`src/rtl/rc_add_sub_pkg.sv`:
```
// Shared constants for the ripple-carry adder/subtractor: default width,
// reset values and the signed-overflow helper.
package rc_add_sub_pkg;

  localparam int   WIDTH_DEF = 32;
  localparam logic RST_BIT   = 1'b0;
  localparam int   PRIM_W    = 32;

  // Overflow occurs when the carries into and out of the sign bit disagree.
  function automatic logic ovf_f(input logic c_msb, input logic c_prev);
    return c_msb ^ c_prev;
  endfunction

endpackage

```
`src/rtl/INV32_1x1.sv`:
```
// Library primitive: 32 parallel single-input inverters.
module INV32_1x1 (
  input  logic [31:0] a,
  output logic [31:0] y
);
  assign y = ~a;
endmodule

```
`src/rtl/MUX1_2x1.sv`:
```
// Library primitive: single-bit 2:1 multiplexer (sel=1 chooses d1).
module MUX1_2x1 (
  input  logic d0,
  input  logic d1,
  input  logic sel,
  output logic y
);
  assign y = sel ? d1 : d0;
endmodule

```
`src/rtl/full_adder.sv`:
```
// One ripple-carry stage: sum and carry-out from a, b and carry-in.
module full_adder (
  input  logic a,
  input  logic b,
  input  logic ci,
  output logic s,
  output logic co
);
  logic p;

  assign p  = a ^ b;
  assign s  = p ^ ci;
  assign co = (a & b) | (ci & p);
endmodule

```
`src/rtl/rc_add_sub_32.sv`:
```
// Registered ripple-carry adder/subtractor: Y = A+B (SnA=0) or A-B (SnA=1),
// with carry-out (no-borrow on subtract), signed overflow and a one-cycle VALID.
module rc_add_sub_32
  import rc_add_sub_pkg::*;
#(
  parameter int WIDTH = WIDTH_DEF
) (
  input  logic             CLK,
  input  logic             RESET,
  input  logic             EN,
  input  logic             SnA,
  input  logic [WIDTH-1:0] A,
  input  logic [WIDTH-1:0] B,
  output logic [WIDTH-1:0] Y,
  output logic             CO,
  output logic             V,
  output logic             VALID
);

  localparam int NCHUNK = (WIDTH + PRIM_W - 1) / PRIM_W;
  localparam int PW     = NCHUNK * PRIM_W;

  logic [PW-1:0]    b_pad_p0;
  logic [PW-1:0]    b_inv_pad_p0;
  logic [WIDTH-1:0] b_cond_p0;
  logic [WIDTH-1:0] sum_p0;
  logic [WIDTH:0]   carry_p0;

  assign b_pad_p0    = PW'(B);
  assign carry_p0[0] = SnA;

  // Inverter primitives are fixed-width, so the operand is padded to whole chunks.
  for (genvar k = 0; k < NCHUNK; k++) begin : g_inv
    INV32_1x1 u_inv (
      .a (b_pad_p0[k*PRIM_W +: PRIM_W]),
      .y (b_inv_pad_p0[k*PRIM_W +: PRIM_W])
    );
  end

  for (genvar i = 0; i < WIDTH; i++) begin : g_bit
    MUX1_2x1 u_mux (
      .d0  (B[i]),
      .d1  (b_inv_pad_p0[i]),
      .sel (SnA),
      .y   (b_cond_p0[i])
    );

    full_adder u_fa (
      .a  (A[i]),
      .b  (b_cond_p0[i]),
      .ci (carry_p0[i]),
      .s  (sum_p0[i]),
      .co (carry_p0[i+1])
    );
  end

  // ---- stage p0 -> output register bank ----
  always_ff @(posedge CLK) begin
    if (RESET) begin
      Y     <= {WIDTH{RST_BIT}};
      CO    <= RST_BIT;
      V     <= RST_BIT;
      VALID <= RST_BIT;
    end else begin
      VALID <= EN;
      if (EN) begin
        Y  <= sum_p0;
        CO <= carry_p0[WIDTH];
        V  <= ovf_f(carry_p0[WIDTH], carry_p0[WIDTH-1]);
      end
    end
  end

endmodule

```
`config.mk`:
```
export PLATFORM = sky130hd
export DESIGN_NAME = rc_add_sub_32
export DESIGN_NICKNAME = d
export VERILOG_FILES = /design/src/rtl/rc_add_sub_pkg.sv /design/src/rtl/INV32_1x1.sv /design/src/rtl/MUX1_2x1.sv /design/src/rtl/full_adder.sv /design/src/rtl/rc_add_sub_32.sv
export SDC_FILE = /design/constraint.sdc
export NUM_CORES = 1
export LEC_CHECK = 0
export CAP_MARGIN = 20
export CELL_PAD_IN_SITES_DETAIL_PLACEMENT = 1
export CELL_PAD_IN_SITES_GLOBAL_PLACEMENT = 1
export CORE_MARGIN = 5
export CORE_UTILIZATION = 30
export DETAILED_ROUTE_END_ITERATION = 10
export PLACE_DENSITY_LB_ADDON = 0.1
export SYNTH_ARGS = -nofsm -noshare
export SYNTH_HDL_FRONTEND = slang
export SYNTH_SLANG_ARGS = --single-unit
```
`constraint.sdc`:
```
create_clock -name CLK -period 29 [get_ports CLK]
set_clock_uncertainty 0.05 [all_clocks]
set_input_delay 8.7 -clock CLK [delete_from_list [all_inputs] [get_ports CLK]]
set_output_delay 8.7 -clock CLK [all_outputs]
set_load 0.02 [all_outputs]
```
# Yosys cells after proc, flatten, opt, wreduce, memory -nomap -nowiden

Index checks and enable logic that the tools add are counted.

Register bits: 35
Output and inout port bits: 35

Muxes and demuxes: 32
Bitwise gates (word level): 162

Operator list:

| cell              | number |
|---|---|
| 1-bit XOR         | 65 |
| 1-bit bitwise AND | 64 |
| 1-bit 2-to-1 mux  | 32 |
| 32-bit NOT        | 1 |
| 1-bit bitwise OR  | 32 |

# Depth between registers and ports, before layout

Gate-level depths: netlist of the first run.

Word-level depth: 68
Gate-level depth with buffers: 39
Depth with buffers taken out: 37

# Hierarchy

A second synthesis of the first run with hierarchy kept.

Cell total of the unflattened synthesis: 209
Area total of the unflattened synthesis: 2511.2 um2

Modules (own cells, without submodules):

| module        | instances | cells an instance | area each (um2) |
|---|---|---|---|
| rc_add_sub_32 | 1         | 113               | 1270.0 |
| full_adder    | 32        | 1                 | 20.0 |
| MUX1_2x1      | 32        | 1                 | 15.0 |
| INV32_1x1     | 1         | 32                | 120.1 |

# Worst setup path before layout of the first run

OpenSTA, ideal clock, no wires.

Path type: input port to flip-flop
From: in SnA
To: reg Y[31]
Library setup time: 118 ps
Arrival time: 21073 ps
Required time: 28832 ps
Path slack: 7759 ps
Stages on the path: 39
Cells stage by stage: buf_2 -> buf_4 -> xnor2_1 -> fa_1 -> fa_1 -> fa_1 -> fa_1 -> fa_1 -> fa_1 -> fa_1 -> fa_1 -> fa_1 -> fa_1 -> fa_1 -> fa_1 -> fa_1 -> fa_1 -> fa_1 -> (+3 left out) -> fa_1 -> fa_1 -> fa_1 -> fa_1 -> fa_1 -> fa_1 -> fa_1 -> fa_1 -> fa_1 -> fa_1 -> inv_1 -> fa_1 -> inv_1 -> fa_1 -> inv_1 -> fa_1 -> mux2i_1 -> nor2_1

Cells in the longest elaborated chain, start to end: 65

Ends and longest elaborated chain:

| element              | line                | RTL |
|---|---|---|
| from (decl)          | rc_add_sub_32.sv:11 | `input logic SnA,` |
| 1-bit 2-to-1 mux     | MUX1_2x1.sv:8       | `assign y = sel ? d1 : d0;` |
| 1-bit XOR            | full_adder.sv:11    | `assign p = a ^ b;` |
| 1-bit bitwise AND    | full_adder.sv:13    | `assign co = (a & b) \| (ci & p);` |
| 1-bit bitwise OR     | full_adder.sv:13    |  |
| 1-bit bitwise AND    | full_adder.sv:13    |  |
| 1-bit bitwise OR     | full_adder.sv:13    |  |
| 1-bit bitwise AND    | full_adder.sv:13    |  |
| 1-bit bitwise OR     | full_adder.sv:13    |  |
| (+50 left out)       | --                  |  |
| 1-bit bitwise AND    | full_adder.sv:13    |  |
| 1-bit bitwise OR     | full_adder.sv:13    |  |
| 1-bit bitwise AND    | full_adder.sv:13    |  |
| 1-bit bitwise OR     | full_adder.sv:13    |  |
| 1-bit bitwise AND    | full_adder.sv:13    |  |
| 1-bit bitwise OR     | full_adder.sv:13    |  |
| 1-bit XOR (*)        | full_adder.sv:12    | `assign s = p ^ ci;` |
| net g_bit[31].u_fa.s | full_adder.sv:6     | `output logic s,` |
| to (signal assigned) | rc_add_sub_32.sv:60 | `Y <= {WIDTH{RST_BIT}};` |
| to (signal assigned) | rc_add_sub_32.sv:67 | `Y <= sum_p0;` |
| to (decl)            | rc_add_sub_32.sv:14 | `output logic [WIDTH-1:0] Y,` |

The timed path passes the listed nets; every way through them passes the cells marked *.
A chain may end at the register's enable or synchronous reset.

# Worst setup path after layout of the first run

Ends and elaborated chain as after synthesis.

==> impl_metrics.tcl, run 1 <==
set metrics [dict create \
    syn_inst 216 \
    synth.distinct_cells 15 \
    rsz0062_at_grt "no" \
    max_freq_mhz 45.6 \
    synth_area_sq_um 2370 \
    drtIter0Drc 24 \
    crit_slowest_cell "buf_2" \
    cts_resized 0 \
    dpl_worst_slack_ns 6.70 \
    dieWidth_microns 98.8 \
    port_buffers 102 \
    die-area_sq_um 9760 \
    regArea_sq_um 701 \
    multi_input_area_sq_um 1430 \
    intPower_w 0.000104 \
    pwr-share-comb 0.419 \
    powerDensity_nw_per_um2 44.4 \
    placed_cell_area_sq_um 3390 \
    ys_seq_area_frac 0.296 \
    antenna_found_initial 0 \
    p_sw_w 0.0000500 \
    vias 1752 \
    io_pins 103 \
    clockPowerShare 0.211 \
    post_cts_buffers 0 \
    cp.required_ns 29.08 \
    syn_avg_cell_area_sq_um 11.0 \
    setup.worst_path.class "in -> reg" \
    power_w 0.000154 \
    start_util 0.308 \
    arrival_ns 22.01 \
    setup_ws_ns 7.07 \
    ant_nets 0 \
    coreArea_sq_um 7690 \
    drive_above_1_share 0.0968 \
    final_cell_area_sq_um 3460 \
    drt-total-wl_microns 5700 \
    area_delta_synth_final_pct 46.2 \
    maxSlewHeadroom 0.365 \
    grt.overflow.total 0 \
    maxCapViolations 0 \
    worst_setup_path_end_kind "flop" \
    diodes 0 \
    slew_violations 0 \
    cp_max_fo 32 \
    track_usage 0.126 \
    finalSetupTns_ns 0 \
    hold_viol_final 0 \
    cts_hold_buf 0 \
    max_slew.worst_pin.slew_ns 0.953 \
    swShare 0.326 \
    clock_path_buffers 2 \
    die_h_microns 98.8 \
    max_stage_delay_ns 0.70 \
    leakage_nw 1.34 \
    run_status "completed" \
    fill_cells 848 \
    yosys_warnings 0 \
    cts_made_buffers 5 \
    post-route-util 0.450 \
    avgViaCountPerCell 4.25 \
    grt_pass1_vias 2060 \
    grt_max_degree 66 \
    p_seq_frac 0.370 \
    nets 410 \
    synth_nets 315 \
    crit_path_frequent_cell "fa_1" \
    drc 0 \
    cts_root_buffer "clkbuf_8" \
    min_period_ns 21.93 \
    setup_violations 0 \
    h-tree-depth 2 \
    clk_latency_ns 0.27 \
    gp_congestion 0.706 \
    path_clk_slew_ns 0.07 \
    first_pass_iters 4 \
    cts_tree "done" \
    fin_crit_sh 0.756 \
    dp_hpwl_microns 4360 \
    hold_class "reg -> reg" \
    cts.sinks 35 \
    grt_pass1_wl_microns 9890 \
    synth_seq_cells 35 \
    vdd_drop_max_mv 0.0207 \
    wl_per_cell_microns 13.8 \
    cp-start-kind "input port" \
    rows 32 \
]
## placed cells by master, fill, tap and decap left out, drive strengths merged
cell / Yosys / layout
a21o: 1 / 1
xnor2: 31 / 31
nor2: 33 / 33
inv: 32 / 32
clkdlybuf4s50: 0 / 99
fa: 31 / 31
nor2b: 1 / 1
mux2i: 4 / 4
nor3b: 1 / 1
xor2: 2 / 2
clkbuf: 0 / 6
dfxtp: 35 / 35
a211oi: 30 / 30
buf: 15 / 4
## worst paths after layout
path	to	cells after the start	startpoint	slack (ns)
setup / recovery	Y[31]	38	SnA	7.07
hold / removal	Y[9]	2	Y[9]	0.44
setup reg to reg	V	2	V	28.22
hold reg to reg	Y[9]	2	Y[9]	0.44
## area by class of cell
class / count / area share
Clock buffer: 6 / 0.0210
Inverter: 32 / 0.0347
Multi-Input combinational cell: 134 / 0.412
Sequential cell: 35 / 0.203
Tap cell: 102 / 0.0369
Timing Repair Buffer: 103 / 0.293
## metal layers
| metal | global-route usage | share of wire | vias up |
|---|---|---|---|
| li1 | - | - | 856 |
| met1 | 0.157 | 0.44 | 837 |
| met2 | 0.214 | 0.49 | 57 |
| met3 | 0.0389 | 0.065 | 2 |
| met4 | 0.0252 | 0.0051 | 0 |
| met5 | 0 | 0 | - |
## cell usage after synthesis, drive strengths merged
cell type | n | area (sq um)
dfxtp | 35 | 701
nor2 | 33 | 124
inv | 32 | 120
fa | 31 | 621
xnor2 | 31 | 272
a211oi | 30 | 330
buf | 15 | 120
mux2i | 4 | 40.0
xor2 | 2 | 17.5
a21o | 1 | 7.51
nor2b | 1 | 6.26
nor3b | 1 | 7.51
## worst max-delay path, delay by kind of cell
| family | cells | cell delay, ns |
|---|---|---|
| adders and majority gates | 31 | 12.00 |
| buffers and inverters | 4 | 0.91 |
| xor gates and xnor gates | 1 | 0.20 |
| muxes | 1 | 0.14 |
| and+or+nand+nor | 1 | 0.05 |
## flip-flops by register name, indices dropped and copies added (netlist names)
name	count
V	1
VALID	1
CO	1
Y	32
## power groups by stage
stage	clock network (W)	logic (W)	registers [W]
after floorplan	0	0.0000318	0.0000647
after global placement	0	0.0000651	0.0000580
after detailed placement	0	0.0000652	0.0000580
after CTS	0.0000345	0.0000660	0.0000570
after global routing	0.0000367	0.0000717	0.0000577
final	0.0000324	0.0000643	0.0000569
## through the flow
step                      std cells  hold slack [ns]
after global placement          406            0.424
after global routing            412            0.457
final                           412            0.436
after floorplan                 216            0.506
after CTS                       412            0.442
after detailed placement        406            0.432
## cells by family after synthesis
kind of cell / share of synthesized area
xor+xnor: 0.122
compound gates: 0.143
simple gates: 0.0582
buf+inv: 0.102
flops: 0.296
mux: 0.0169
fa+ha+maj: 0.262
(Power assumes the default switching activity.)
==> inputs of run 2 (changes only) <==
==> constraint.sdc (replaced) <==
create_clock -name CLK -period 20.6 [get_ports CLK]
set_clock_uncertainty 0.05 [all_clocks]
set_input_delay 6.18 -clock CLK [delete_from_list [all_inputs] [get_ports CLK]]
set_output_delay 6.18 -clock CLK [all_outputs]
set_load 0.02 [all_outputs]
==> impl_metrics.tcl, run 2 (synthesis gave the netlist of run 1 again) <==
set metrics [dict create \
    clk_latency_ns 0.29 \
    vdd_drop_max_mv 0.0325 \
    drc 0 \
    regArea_sq_um 701 \
    post-route-util 0.455 \
    fin_crit_sh 0.928 \
    grt_max_degree 66 \
    coreArea_sq_um 7690 \
    cts_resized 0 \
    layout_commonest_cell "clkdlybuf4s50_1" \
    h-tree-depth 2 \
    maxSlewHeadroom 0.375 \
    maxCapViolations 0 \
    post_cts_buffers 0 \
    slew_violations 0 \
    crit_buf_inv 4 \
    finalSetupTns_ns 0 \
    swShare 0.324 \
    first_pass_iters 4 \
    cp.required_ns 20.70 \
    worst_setup_path_end_kind "flop" \
    leakage_nw 1.36 \
    cp.depth 38 \
    hold_viol_final 0 \
    cts_hold_buf 0 \
    multi_input_area_sq_um 1430 \
    dp_hpwl_microns 4520 \
    use_met3 0.0467 \
    diodes 0 \
    setup.worst_path.class "in -> reg" \
    grt_pass1_vias 2056 \
    p_sw_w 0.0000739 \
    cts_made_buffers 5 \
    nets 411 \
    io_pins 103 \
    drive_above_1_share 0.105 \
    run_status "completed" \
    max_stage_delay_ns 0.43 \
    max_slew.worst_pin.slew_ns 0.937 \
    rsz0062_at_grt "no" \
    r2r_cells 2 \
    intPower_w 0.000154 \
    die_h_microns 98.8 \
    clock_path_buffers 2 \
    setup_violations 0 \
    pwr-share-comb 0.400 \
    final_cell_mix "clkdlybuf4s50_1 (99), dfxtp_1 (35), nor2_1 (33), inv_1 (32)" \
    port_buffers 102 \
    min_period_ns 19.11 \
    dpl_worst_slack_ns 1.09 \
    powerDensity_nw_per_um2 65.2 \
    gp_congestion 0.721 \
    rows 32 \
    cp-start-kind "input port" \
    antenna_found_initial 0 \
    hold_class "reg -> reg" \
    crit_slowest_cell "clkdlybuf4s50_1" \
    track_usage 0.129 \
    grt_pass1_wl_microns 10000 \
    crit_path_frequent_cell "fa_1" \
    top_register "Y" \
    avgViaCountPerCell 4.36 \
    vias 1810 \
    ant_nets 0 \
    cts.sinks 35 \
    max_freq_mhz 52.3 \
    p_seq_frac 0.350 \
    grt.overflow.total 0 \
    setup_ws_ns 1.49 \
    drtIter0Drc 31 \
    area_delta_synth_final_pct 47.7 \
    arrival_ns 19.21 \
    largest_reg_flops 32 \
    grt_use_met2 0.216 \
    clockPowerShare 0.250 \
    die-area_sq_um 9760 \
    path_clk_slew_ns 0.07 \
    cp_max_fo 2 \
    drt-total-wl_microns 5930 \
    busiest_layer "met2" \
    path_delay_family "adder cells" \
    wl_per_cell_microns 14.3 \
    whs_path_depth 2 \
    cts_root_buffer "clkbuf_8" \
    cts_tree "done" \
    met1_usage 0.156 \
    start_util 0.308 \
    r2r_slack_ns 19.82 \
    dieWidth_microns 98.8 \
    fill_cells 874 \
]
==> run 2: cell types whose count changed in the layout (fill, tap and decap cells not counted) <==
| cell | delta |
|---|---|
| clkbuf_8 | +2 |
| buf_4 | +1 |
==> run 2: path summary, 6_finish.rpt <==
path                            startpoint  endpoint
worst max-delay path                  B[1]     Y[31]
worst min-delay path                  Y[4]      Y[4]
worst max register to register        Y[8]      Y[8]
worst min register to register        Y[4]      Y[4]
==> run 2: power groups by stage <==
stage / sequential (W) / combinational [W] / clock [W]
2_1_floorplan: 0.0000910 / 0.0000448 / 0
3_3_place_gp: 0.0000814 / 0.0000921 / 0
3_5_place_dp: 0.0000814 / 0.0000924 / 0
4_1_cts: 0.0000800 / 0.0000937 / 0.0000592
5_1_grt: 0.0000807 / 0.000102 / 0.0000619
6_report: 0.0000798 / 0.0000913 / 0.0000569
==> run 2: per-layer routing <==
| layer | share of wire | vias to the layer above |
|---|---|---|
| met2 | 0.49 | 58 |
| met1 | 0.42 | 883 |
| met4 | 0.011 | 0 |
| met5 | 0 | - |
| met3 | 0.079 | 8 |
| li1 | - | 861 |
==> run 2: area by class of cell <==
class / count / share of cell area
clock buffer: 8 / 0.0286
inverter: 32 / 0.0344
multi-input combinational: 134 / 0.408
sequential: 35 / 0.201
tap: 102 / 0.0365
timing repair buffer: 104 / 0.292
==> run 2: per-stage QoR <==
step | hold WS, ns | cells | total power, W | instance area, sq um
2_1_floorplan | 0.506 | 216 | 0.000136 | 2370
4_1_cts | 0.446 | 415 | 0.000233 | 3490
6_report | 0.441 | 415 | 0.000228 | 3490
3_3_place_gp | 0.424 | 407 | 0.000174 | 3390
5_1_grt | 0.474 | 415 | 0.000244 | 3490
3_5_place_dp | 0.433 | 407 | 0.000174 | 3390
==> run 2: worst register-to-register path, cell delays in order, from the launching register on <==
cell and delay [ns]:
dfxtp_1 0.34, nor2_1 0.05, a211oi_1 0.25
==> inputs of run 3 (changes only) <==
--- a/config.mk
+++ b/config.mk
@@ -6,12 +6,11 @@
 export NUM_CORES = 1
 export LEC_CHECK = 0
 export CAP_MARGIN = 20
-export CELL_PAD_IN_SITES_DETAIL_PLACEMENT = 1
-export CELL_PAD_IN_SITES_GLOBAL_PLACEMENT = 1
 export CORE_MARGIN = 5
 export CORE_UTILIZATION = 30
 export DETAILED_ROUTE_END_ITERATION = 10
-export PLACE_DENSITY_LB_ADDON = 0.1
+export HOLD_SLACK_MARGIN = 0.03
+export SLEW_MARGIN = 20
 export SYNTH_ARGS = -nofsm -noshare
 export SYNTH_HDL_FRONTEND = slang
 export SYNTH_SLANG_ARGS = --single-unit
==> impl_metrics.tcl, run 3 (synthesis gave the netlist of run 1 again) <==
set metrics [dict create \
    run_status "completed" \
    cp.required_ns 20.69 \
    setup.worst_path.class "in -> reg" \
    die_h_microns 98.8 \
    fin_crit_sh 0.930 \
    drt-total-wl_microns 5490 \
    min_period_ns 19.17 \
    rsz0062_at_grt "no" \
    area_delta_synth_final_pct 47.7 \
    hold_viol_final 0 \
    grt_pass1_wl_microns 9090 \
    cts_root_buffer "clkbuf_8" \
    dp_hpwl_microns 4250 \
    grt_max_degree 66 \
    nets 411 \
    cp-start-kind "input port" \
    final_cell_mix "clkdlybuf4s50_1 (99), dfxtp_1 (35), nor2_1 (33), inv_1 (32)" \
    cts_made_buffers 5 \
    antenna_found_initial 0 \
    slew_violations 0 \
    power_w 0.000225 \
    cts.sinks 35 \
    post_cts_buffers 0 \
    drc 0 \
    wl_per_cell_microns 13.2 \
    path_clk_slew_ns 0.07 \
    first_pass_iters 4 \
    die-area_sq_um 9760 \
    rows 32 \
    arrival_ns 19.26 \
    diodes 0 \
    track_usage 0.117 \
    whs_ns 0.438 \
    largest_reg_flops 32 \
    io_pins 103 \
    max_stage_delay_ns 0.51 \
    max_slew.worst_pin.slew_ns 0.886 \
    crit_path_frequent_cell "fa_1" \
    avgViaCountPerCell 4.24 \
    coreArea_sq_um 7690 \
    clock_path_buffers 2 \
    port_buffers 102 \
    crit_slowest_cell "clkdlybuf4s50_1" \
    layout_commonest_cell "clkdlybuf4s50_1" \
    top_register "Y" \
    grt.overflow.total 0 \
    maxSlewHeadroom 0.410 \
    powerDensity_nw_per_um2 64.2 \
    start_util 0.308 \
    ant_nets 0 \
    cts_hold_buf 0 \
    clk_latency_ns 0.28 \
    leakage_nw 1.36 \
    cts_tree "done" \
    vias 1760 \
    vdd_drop_max_mv 0.0277 \
    setup_violations 0 \
    maxCapViolations 0 \
    dieWidth_microns 98.8 \
    drive_above_1_share 0.105 \
    hold_class "reg -> reg" \
    drtIter0Drc 25 \
    gp_congestion 0.701 \
    max_freq_mhz 52.2 \
    cts_resized 0 \
    final_cell_area_sq_um 3490 \
    placed_cell_area_sq_um 3390 \
    h-tree-depth 2 \
    finalSetupTns_ns 0 \
    grt_pass1_vias 1907 \
    cp_max_fo 2 \
    worst_setup_path_end_kind "flop" \
]
run 3: cell counts in the layout (fill, tap and decap cells not counted):
No cell type changed its count.
run 3: layout make-up:
class,instances,area [sq um]
fillers,744,4190
multi-input cells,134,1430
well taps,102,128
repair buffers,104,1020
flip-flops and latches,35,701
clock buffers,8,100
inverters,32,120
run 3: power breakdown:
part / internal, W / leakage, nW / switching [W] / total, W
clock network: 0.0000305 / 0.0515 / 0.0000243 / 0.0000548
logic: 0.0000472 / 1.02 / 0.0000427 / 0.0000899
registers: 0.0000758 / 0.291 / 0.00000400 / 0.0000798
total: 0.000154 / 1.36 / 0.0000710 / 0.000225
run 3: layer usage:
layer  vias to the layer above  GRT usage  wire length [microns]
li1                        863          -                      -
met1                       822      0.136                   2290
met2                        68      0.201                   2690
met3                         7     0.0396                    432
met4                         0     0.0420                     86
met5                         -          0                      0
run 3: final timing paths:
check | start | end | slack, ns | depth (start not counted)
worst max-delay path | B[0] | Y[31] | 1.43 | 38
worst min-delay path | Y[4] | Y[4] | 0.44 | 2
worst max register to register | V | V | 19.82 | 2
worst min register to register | Y[4] | Y[4] | 0.44 | 2
run 3: critical path, delay by kind of cell:
family        cells  cell delay (ns)
buf+inv           4             0.72
mux               2             0.26
simple gates      1             0.05
fa+ha+maj        31            12.00
run 3: per-stage QoR:
| stage | utilization | std cells | setup WS [ns] |
|---|---|---|---|
| 2_1_floorplan | - | 216 | 1.88 |
| 3_3_place_gp | 0.442 | 407 | 1.30 |
| 3_5_place_dp | 0.442 | 407 | 1.13 |
| 4_1_cts | 0.455 | 415 | 1.39 |
| 5_1_grt | 0.455 | 415 | 1.00 |
| 6_report | 0.455 | 415 | 1.43 |
